### src/rtl/character_physics.sv
// rtl/character_physics.sv - frame-stepped bouncing character physics and game FSM
//
// Purpose: holds the character position/velocity and the IDLE/RUN/PAUSED/DEAD
// game state; applies gravity, platform bounce, ceiling clamp, floor death and
// keyboard-driven horizontal motion with wrap once per frame_tick while running.
//
// Ports:
//   Clk, Reset           clock, asynchronous active-high reset
//   frame_tick           one-cycle pulse per video frame (physics step strobe)
//   start, pause         one-cycle command pulses
//   keycode              current keyboard code (7/79 right, 4/80 left)
//   platform_hit         character bottom overlaps a platform top
//   PosX, PosY           character position
//   VelY                 signed vertical velocity, positive is downward
//   Size                 constant character half-size
//   state                00 IDLE, 01 RUN, 10 PAUSED, 11 DEAD
//   jump_pulse           one cycle per bounce (including the spawn bounce)
//   dead                 high while state is DEAD
module character_physics #(
  parameter int W        = 10,
  parameter int X_MAX    = 639,
  parameter int Y_MAX    = 479,
  parameter int X_CENTER = 320,
  parameter int Y_CENTER = 240,
  parameter int SIZE     = 4,
  parameter int GRAVITY  = 1,
  parameter int JUMP_VEL = 12,
  parameter int MAX_FALL = 8,
  parameter int X_STEP   = 2
) (
  input  logic               Clk,
  input  logic               Reset,
  input  logic               frame_tick,
  input  logic               start,
  input  logic               pause,
  input  logic [7:0]         keycode,
  input  logic               platform_hit,
  output logic [W-1:0]       PosX,
  output logic [W-1:0]       PosY,
  output logic signed [7:0]  VelY,
  output logic [W-1:0]       Size,
  output logic [1:0]         state,
  output logic               jump_pulse,
  output logic               dead
);

  typedef enum logic [1:0] {
    S_IDLE   = 2'b00,
    S_RUN    = 2'b01,
    S_PAUSED = 2'b10,
    S_DEAD   = 2'b11
  } state_t;

  localparam logic [W-1:0]        X_SPAWN  = W'(X_CENTER);
  localparam logic [W-1:0]        Y_SPAWN  = W'(Y_CENTER);
  localparam logic [W:0]          X_SPAN   = (W+1)'(X_MAX + 1);
  localparam logic [W:0]          X_LAST   = (W+1)'(X_MAX);
  localparam logic [W:0]          X_DELTA  = (W+1)'(X_STEP);
  localparam logic signed [W:0]   Y_LIMIT  = (W+1)'(Y_MAX - SIZE);
  localparam logic signed [7:0]   VEL_JUMP = 8'(-JUMP_VEL);
  localparam logic signed [8:0]   GRAV9    = 9'(GRAVITY);
  localparam logic signed [8:0]   MAXF9    = 9'(MAX_FALL);

  state_t                state_q, state_d;
  logic [W-1:0]          pos_x_q, pos_x_d;
  logic [W-1:0]          pos_y_q, pos_y_d;
  logic signed [7:0]     vel_y_q, vel_y_d;
  logic                  jump_q, jump_d;

  logic signed [W:0]     y_next;
  logic signed [8:0]     vel_inc;
  logic signed [7:0]     vel_fall;
  logic                  falling;
  logic [W:0]            x_wide;
  logic [W:0]            x_right;
  logic [W:0]            x_left;
  logic [W-1:0]          x_next;

  always_ff @(posedge Clk or posedge Reset) begin
    if (Reset) begin
      state_q <= S_IDLE;
      pos_x_q <= X_SPAWN;
      pos_y_q <= Y_SPAWN;
      vel_y_q <= '0;
      jump_q  <= 1'b0;
    end else begin
      state_q <= state_d;
      pos_x_q <= pos_x_d;
      pos_y_q <= pos_y_d;
      vel_y_q <= vel_y_d;
      jump_q  <= jump_d;
    end
  end

  // Datapath candidates for one physics step, all based on the old VelY.
  always_comb begin
    falling  = !vel_y_q[7] && (vel_y_q != 8'sd0);
    y_next   = $signed({1'b0, pos_y_q}) + (W+1)'(vel_y_q);
    vel_inc  = 9'(vel_y_q) + GRAV9;
    vel_fall = (vel_inc > MAXF9) ? MAXF9[7:0] : vel_inc[7:0];

    // Wrap keeps the column inside 0..X_MAX without a modulo.
    x_wide  = {1'b0, pos_x_q};
    x_right = x_wide + X_DELTA;
    if (x_right > X_LAST) begin
      x_right = x_right - X_SPAN;
    end
    if (x_wide < X_DELTA) begin
      x_left = x_wide + X_SPAN - X_DELTA;
    end else begin
      x_left = x_wide - X_DELTA;
    end

    case (keycode)
      8'd7, 8'd79: x_next = x_right[W-1:0];
      8'd4, 8'd80: x_next = x_left[W-1:0];
      default:     x_next = pos_x_q;
    endcase
  end

  always_comb begin
    state_d = state_q;
    pos_x_d = pos_x_q;
    pos_y_d = pos_y_q;
    vel_y_d = vel_y_q;
    jump_d  = 1'b0;

    case (state_q)
      S_IDLE, S_DEAD: begin
        if (start) begin
          state_d = S_RUN;
          pos_x_d = X_SPAWN;
          pos_y_d = Y_SPAWN;
          vel_y_d = VEL_JUMP;
          jump_d  = 1'b1;
        end
      end
      S_PAUSED: begin
        if (pause) begin
          state_d = S_RUN;
        end
      end
      S_RUN: begin
        // A pause on a tick wins: that frame is skipped entirely.
        if (pause) begin
          state_d = S_PAUSED;
        end else if (frame_tick) begin
          if (falling && (y_next > Y_LIMIT)) begin
            // Falling through the floor freezes the last on-screen position.
            state_d = S_DEAD;
          end else begin
            pos_x_d = x_next;
            if (y_next[W]) begin
              pos_y_d = '0;
              vel_y_d = '0;
            end else begin
              pos_y_d = y_next[W-1:0];
              if (falling && platform_hit) begin
                vel_y_d = VEL_JUMP;
                jump_d  = 1'b1;
              end else begin
                vel_y_d = vel_fall;
              end
            end
          end
        end
      end
      default: state_d = S_IDLE;
    endcase
  end

  assign PosX       = pos_x_q;
  assign PosY       = pos_y_q;
  assign VelY       = vel_y_q;
  assign Size       = W'(SIZE);
  assign state      = state_q;
  assign jump_pulse = jump_q;
  assign dead       = (state_q == S_DEAD);

endmodule

### config.mk
export PLATFORM = sky130hd
export DESIGN_NAME = character_physics
export DESIGN_NICKNAME = d
export VERILOG_FILES = /design/src/rtl/character_physics.sv
export SDC_FILE = /design/constraint.sdc
export NUM_CORES = 1
export LEC_CHECK = 0
export CAP_MARGIN = 5
export CORE_MARGIN = 5
export CORE_UTILIZATION = 45
export CTS_CLUSTER_SIZE = 10
export DETAILED_ROUTE_END_ITERATION = 6
export PLACE_DENSITY_LB_ADDON = 0.3
export SETUP_SLACK_MARGIN = 0.3
export SLEW_MARGIN = 20
export SYNTH_ARGS = -nofsm -noshare
export SYNTH_HDL_FRONTEND = slang
export SYNTH_SLANG_ARGS = --single-unit
export TNS_END_PERCENT = 5
### constraint.sdc
create_clock -name Clk -period 4.15 [get_ports Clk]
set_input_delay 0.83 -clock Clk [delete_from_list [all_inputs] [get_ports Clk]]
set_output_delay 0.83 -clock Clk [all_outputs]
set_load 0.05 [all_outputs]
# Word level (Yosys, flattened, before mapping)
# Index checks and enable logic that the tools add are counted.
# W data, S select, Z words.
# totals
regBits	31
inputBits	14
output_inout_bits	42
word_cells	79
# op_classes
add_sub_neg	7
order_cmp	4
eq_ne	15
n_mux	35
reduce_logical	13
# ops
op	n
$mux W10	11
$pmux W10 S2	3
$mux W8	7
$gt A11 B10 Y1 const B	2
$sub A10 B2 Y10 const B	2
$eq A8 B3 Y1 const B	2
$eq A8 B7 Y1 const B	2
$pmux W8 S2	1
$add A10 B2 Y11 const B	1
$add A11 B8 Y11	1
$add A10 B10 Y10 const B	1
$lt A10 B2 Y1 const B	1
$mux W2	5
$ne A2 B2 Y1 const B	5
$sub A10 B10 Y10 const B	1
$add A8 B2 Y9 const B	1
$gt A9 B5 Y1 const B	1
$ne A3 B3 Y1 const B	3
$reduce_bool A8 Y1	1
$mux W1	6
$pmux W2 S3	1
$reduce_and A6 Y1	1
$reduce_or A2 Y1	3
$reduce_and A5 Y1	1
8 further kinds	11

# Longest topological paths before layout
# depth
ltp_word	9
mapped_depth	11
depth_no_buf	11

# Worst setup path before layout
# OpenSTA, ideal clock, no wires.
# synth_timing
path_type	register -> register
startpoint	reg vel_y_q[0], in the netlist VelY[0]
endpoint	reg vel_y_q[3], in the netlist VelY[3]
setup_time_ps	128
arrival_time_ps	3020
required_ps	4022
slack_ps	1002
path_stages_with_launch	11
path_buffers	0
period_less_slack_ps	3148
path_cell_list	dfrtp_1 ha_1 fa_1 a21o_1 a221oi_4 o21ai_2 o2bb2ai_2 a311o_2 o211a_2 a31oi_1 o22ai_1
# synth_via
elab_chain_cells	9
elab_cells_between_ends	17
cone_classes	add/sub: 2; order compare: 2; eq/ne: 1; mux: 7; reduce/logical: 5
# synth_rtl
item	line	source
start, declared	67	logic signed [7:0] vel_y_q, vel_y_d;
start signal, assigned	90	vel_y_q <= vel_y_d;
$add A8 B2 Y9 or $reduce_bool A8 Y1 (tied branches)	99, 97	
$gt A9 B5 Y1 or $logic_and A1 B1 Y1 (tied branches)	100, 97	
$mux W8 or $logic_and A1 B1 Y1 (tied branches)	100, 158	
$mux W8	158	if (falling && platform_hit) begin
$mux W8	153	if (y_next[W]) begin
$mux W8	148	if (falling && (y_next > Y_LIMIT)) begin
$mux W8	147	end else if (frame_tick) begin
$mux W8	145	if (pause) begin
$pmux W8 S2	128	case (state_q)
# Parallel ways exist; a longest one is shown, timed or not. The select of a mux whose other input is x is not followed.
# A chain may end at the register's enable or synchronous reset.

# Worst setup path after layout
# layout_timing
startpoint	reg vel_y_q[0], in the netlist VelY[0]
endpoint	reg vel_y_q[6], in the netlist VelY[6]
# Same word-level chain as after synthesis.

==> impl_metrics.toml <==
[sta]
fin_skew_ps = 11.3
finalSetupTns_ps = 0
max_slew.worst_pin.slew_ps = 802
finalWorstSetupSlack_ps = 839
rsz0062_at_grt = "no"
relSlewSlack_pct = 46.5
drv_slew = 0
period_share_pct = 79.8
fmax_mhz = 302
finalSetupViolCount = 0
timing_hold_violations_final = 0
min_period_ps = 3310

[global_routing]
use_met3_pct = 3.09
gr-usage-met1_pct = 22.5
use_met2_pct = 29.8
grt_max_degree = 22
grt_pass1_wl_um = 12400
gr-max-usage-layer = "met2"
antenna_found_initial = 0
grt.total_usage_pct = 17.5
grt_overflow_total = 0
grt_pass1_vias = 2686

[cells_and_area]
antenna_cells = 0
fin_cells = 458
area_growth_pct = 19.0
finish.utilization_pct = 54.4
n_fill_cell = 593
drive_gt1_share_pct = 10.2
nets = 415

[critical_path]
cp.arrival_ps = 3470
end_kind = "flop"
criticalPathCategory = "reg2reg"
regToRegStartpoint = "VelY[0]$_DFFE_PP0P_"
critPathRequiredTime_ps = 4310
startpoint = "VelY[0]$_DFFE_PP0P_"
cp_slowest_stage_delay_ps = 480
cp-start-kind = "flop"
crit_path_cell_trace = "ha_1 > fa_1 > a21o_1 > a221oi_4 > o21ai_2 > o2bb2ai_2 > a311o_2 > o21ai_4 > nand2b_2 > o22ai_2"
cp_slowest_cell = "dfrtp_1"
cp_max_fo = 16

[hold_path]
hold_path.class = "reg2reg"
hp-start = "PosY[5]$_DFFE_PP1P_"

[die]
initial_core_util_pct = 45.7
die-area_um2 = 8080
die_height_um = 89.9
rows = 29
die_x_um = 89.9
ios = 56
core-area_um2 = 6280

[power_and_ir_drop]
power_mw = 3.09
ir_drop_mv = 0.431
power_density_nw_per_um2 = 903
p_leak_nw = 1.45

[detailed_routing]
totalWireLength_um = 7250
drt_iter0_markers = 183
post_drt_via_cell_ratio = 5.89
drtAntennaViolNets = 0
drc = 0
vias = 2699
dr.pass1.iters = 4
post_drt_wl_per_cell_um = 15.8

[cts]
clk_path_buf_depth = 2
clk_pin_slew_ps = 70
holdBufCountCts = 0
ctsHtreeMaxLevel = 2
clk_latency_ps = 290
numCtsBuffers = 5
cts_tree = "built"
clock_sinks = 30
root_buffer = "clkbuf_8"
post_cts_buffers = 0
cts_resized = 0

[logic_synthesis]
seq_area_frac_synth_pct = 26.4
synth-main-ff-cell = "dfrtp_1"
synth_edf_count = 0
yosysUniqueCellTypes = 73
syn-instance-count = 340
synthArstFlopShare_pct = 100
synthesis.area_um2 = 2870
synth.ff_latch_count = 30
yosysWarnings = 0
synth.avg_cell_area_um2 = 8.45

[status]
status = "complete, no violations"

[place]
port_buffers = 44
dp_slack_ps = 880
dp.cells = 450
place_hpwl_um = 5560
place.gp.congestion = 0.879

[job]
cap_viol_max_count = 0
per-stage QoR:
stage	area [um2]	hold slack, ps
floorplan	2910	605
global placement	3320	517
detailed placement	3320	532
CTS	3420	538
global route	3420	557
finish	3420	536
report_power, final:
group          switching, mW  internal [mW]
clock                  0.117          0.133
combinational           1.42          0.809
sequential             0.193          0.419
synthesized netlist by cell type, drive strengths merged, types with 2 or more instances:
cell type	n	area [um2]
nand2	32	120
a21o	4	30.0
xor2	7	61.3
dfrtp	24	601
o21ai	17	108
o32ai	2	17.5
nor4	2	12.5
a311o	2	21.3
clkbuf	8	30.0
o211ai	2	15.0
mux2i	5	50.1
mux2	2	22.5
nor3b	3	22.5
inv	22	82.6
a21oi	28	148
o22ai	9	75.1
nand2b	7	46.3
nand3	14	70.1
o2bb2ai	2	23.8
o31ai	3	27.5
and3	8	50.1
or4	2	15.0
a22o	7	61.3
a311oi	2	23.8
o211a	2	20.0
nor4b	4	35.0
nor3	8	40.0
nand4	2	12.5
a211oi	3	27.5
ha	20	250
a211o	5	43.8
buf	13	97.6
a31oi	8	56.3
xnor2	9	78.8
dfstp	6	158
nor2	21	78.8
and2	2	12.5
conb	2	7.51
a21boi	3	33.8
flip-flops by register name, indices dropped and copies added (netlist names):
signal	flops
PosY	10
PosX	9
VelY	8
state	2
jump_pulse	1
cell families (layout without fill, tap and decap cells):
family,count (synthesis),after routing,share of synthesized area [%]
simple gates,111,111,19.6
compound gates,110,110,29.6
buf+inv,43,75,7.32
flops,30,30,26.4
fa+ha+maj,21,21,9.41
xor+xnor,16,16,4.88
mux,7,7,2.53
other cells,2,11,0.262
cells in the final DEF (no fill, tap or decap), types with 2 or more instances in the layout:
master           count
a21oi_2              2
mux2_2               2
nor4b_1              4
or4_1                2
a21oi_1             26
conb_1              11
a31oi_1              7
a21boi_1             2
xor2_1               7
o22ai_1              6
and2_1               2
clkdlybuf4s50_1     44
a22o_1               7
o211ai_1             2
dfstp_2              6
clkbuf_8             6
nor3_1               8
dfrtp_1             24
nor2_1              21
o21ai_1              2
a21o_1               4
nand3_1             14
o31ai_1              2
o32ai_1              2
and3_1               8
o22ai_2              3
a211oi_1             2
o21ai_0             11
nor3b_1              3
nand2_1             32
nor4_1               2
a211o_1              5
mux2i_1              5
o21ai_2              3
nand2b_1             6
nand4_1              2
xnor2_1              9
ha_1                20
inv_1               22
per-layer routing:
layer / vias up / part of all wire (%)
li1: 1317 / -
met1: 1297 / 45
met2: 77 / 50
met3: 8 / 4.3
met4: 0 / 1.3
met5: - / 0
cell type report:
cell class / instances / area [um2] / area share [%]
Multi-Input combinational cell: 276 / 1940 / 56.7
Sequential cell: 30 / 758 / 22.2
Timing Repair Buffer: 45 / 448 / 13.1
Tap cell: 77 / 96.3 / 2.82
Clock buffer: 6 / 82.6 / 2.42
Inverter: 22 / 82.6 / 2.42
Clock inverter: 2 / 12.5 / 0.366
critical path, delay by kind of cell, from the launching register on:
family                   cells  cell delay [ps]
AO/OA/AOI/OAI                7             1780
flip-flops                   1              480
adder cells (fa/ha/maj)      2              670
AND/OR/NAND/NOR              1              270
path summary, 6_finish.rpt:
kind	end	slack, ps	depth (start not counted)
max	VelY[6]$_DFFE_PP0P_	840	10
min	PosY[5]$_DFFE_PP1P_	540	2
max reg2reg	VelY[6]$_DFFE_PP0P_	840	10
min reg2reg	PosY[5]$_DFFE_PP1P_	540	2
max in group asynchronous	PosY[4]$_DFFE_PP1P_	2430	3
min in group asynchronous	VelY[3]$_DFFE_PP0P_	990	2
Note: power is estimated with default switching activity, not from simulation.
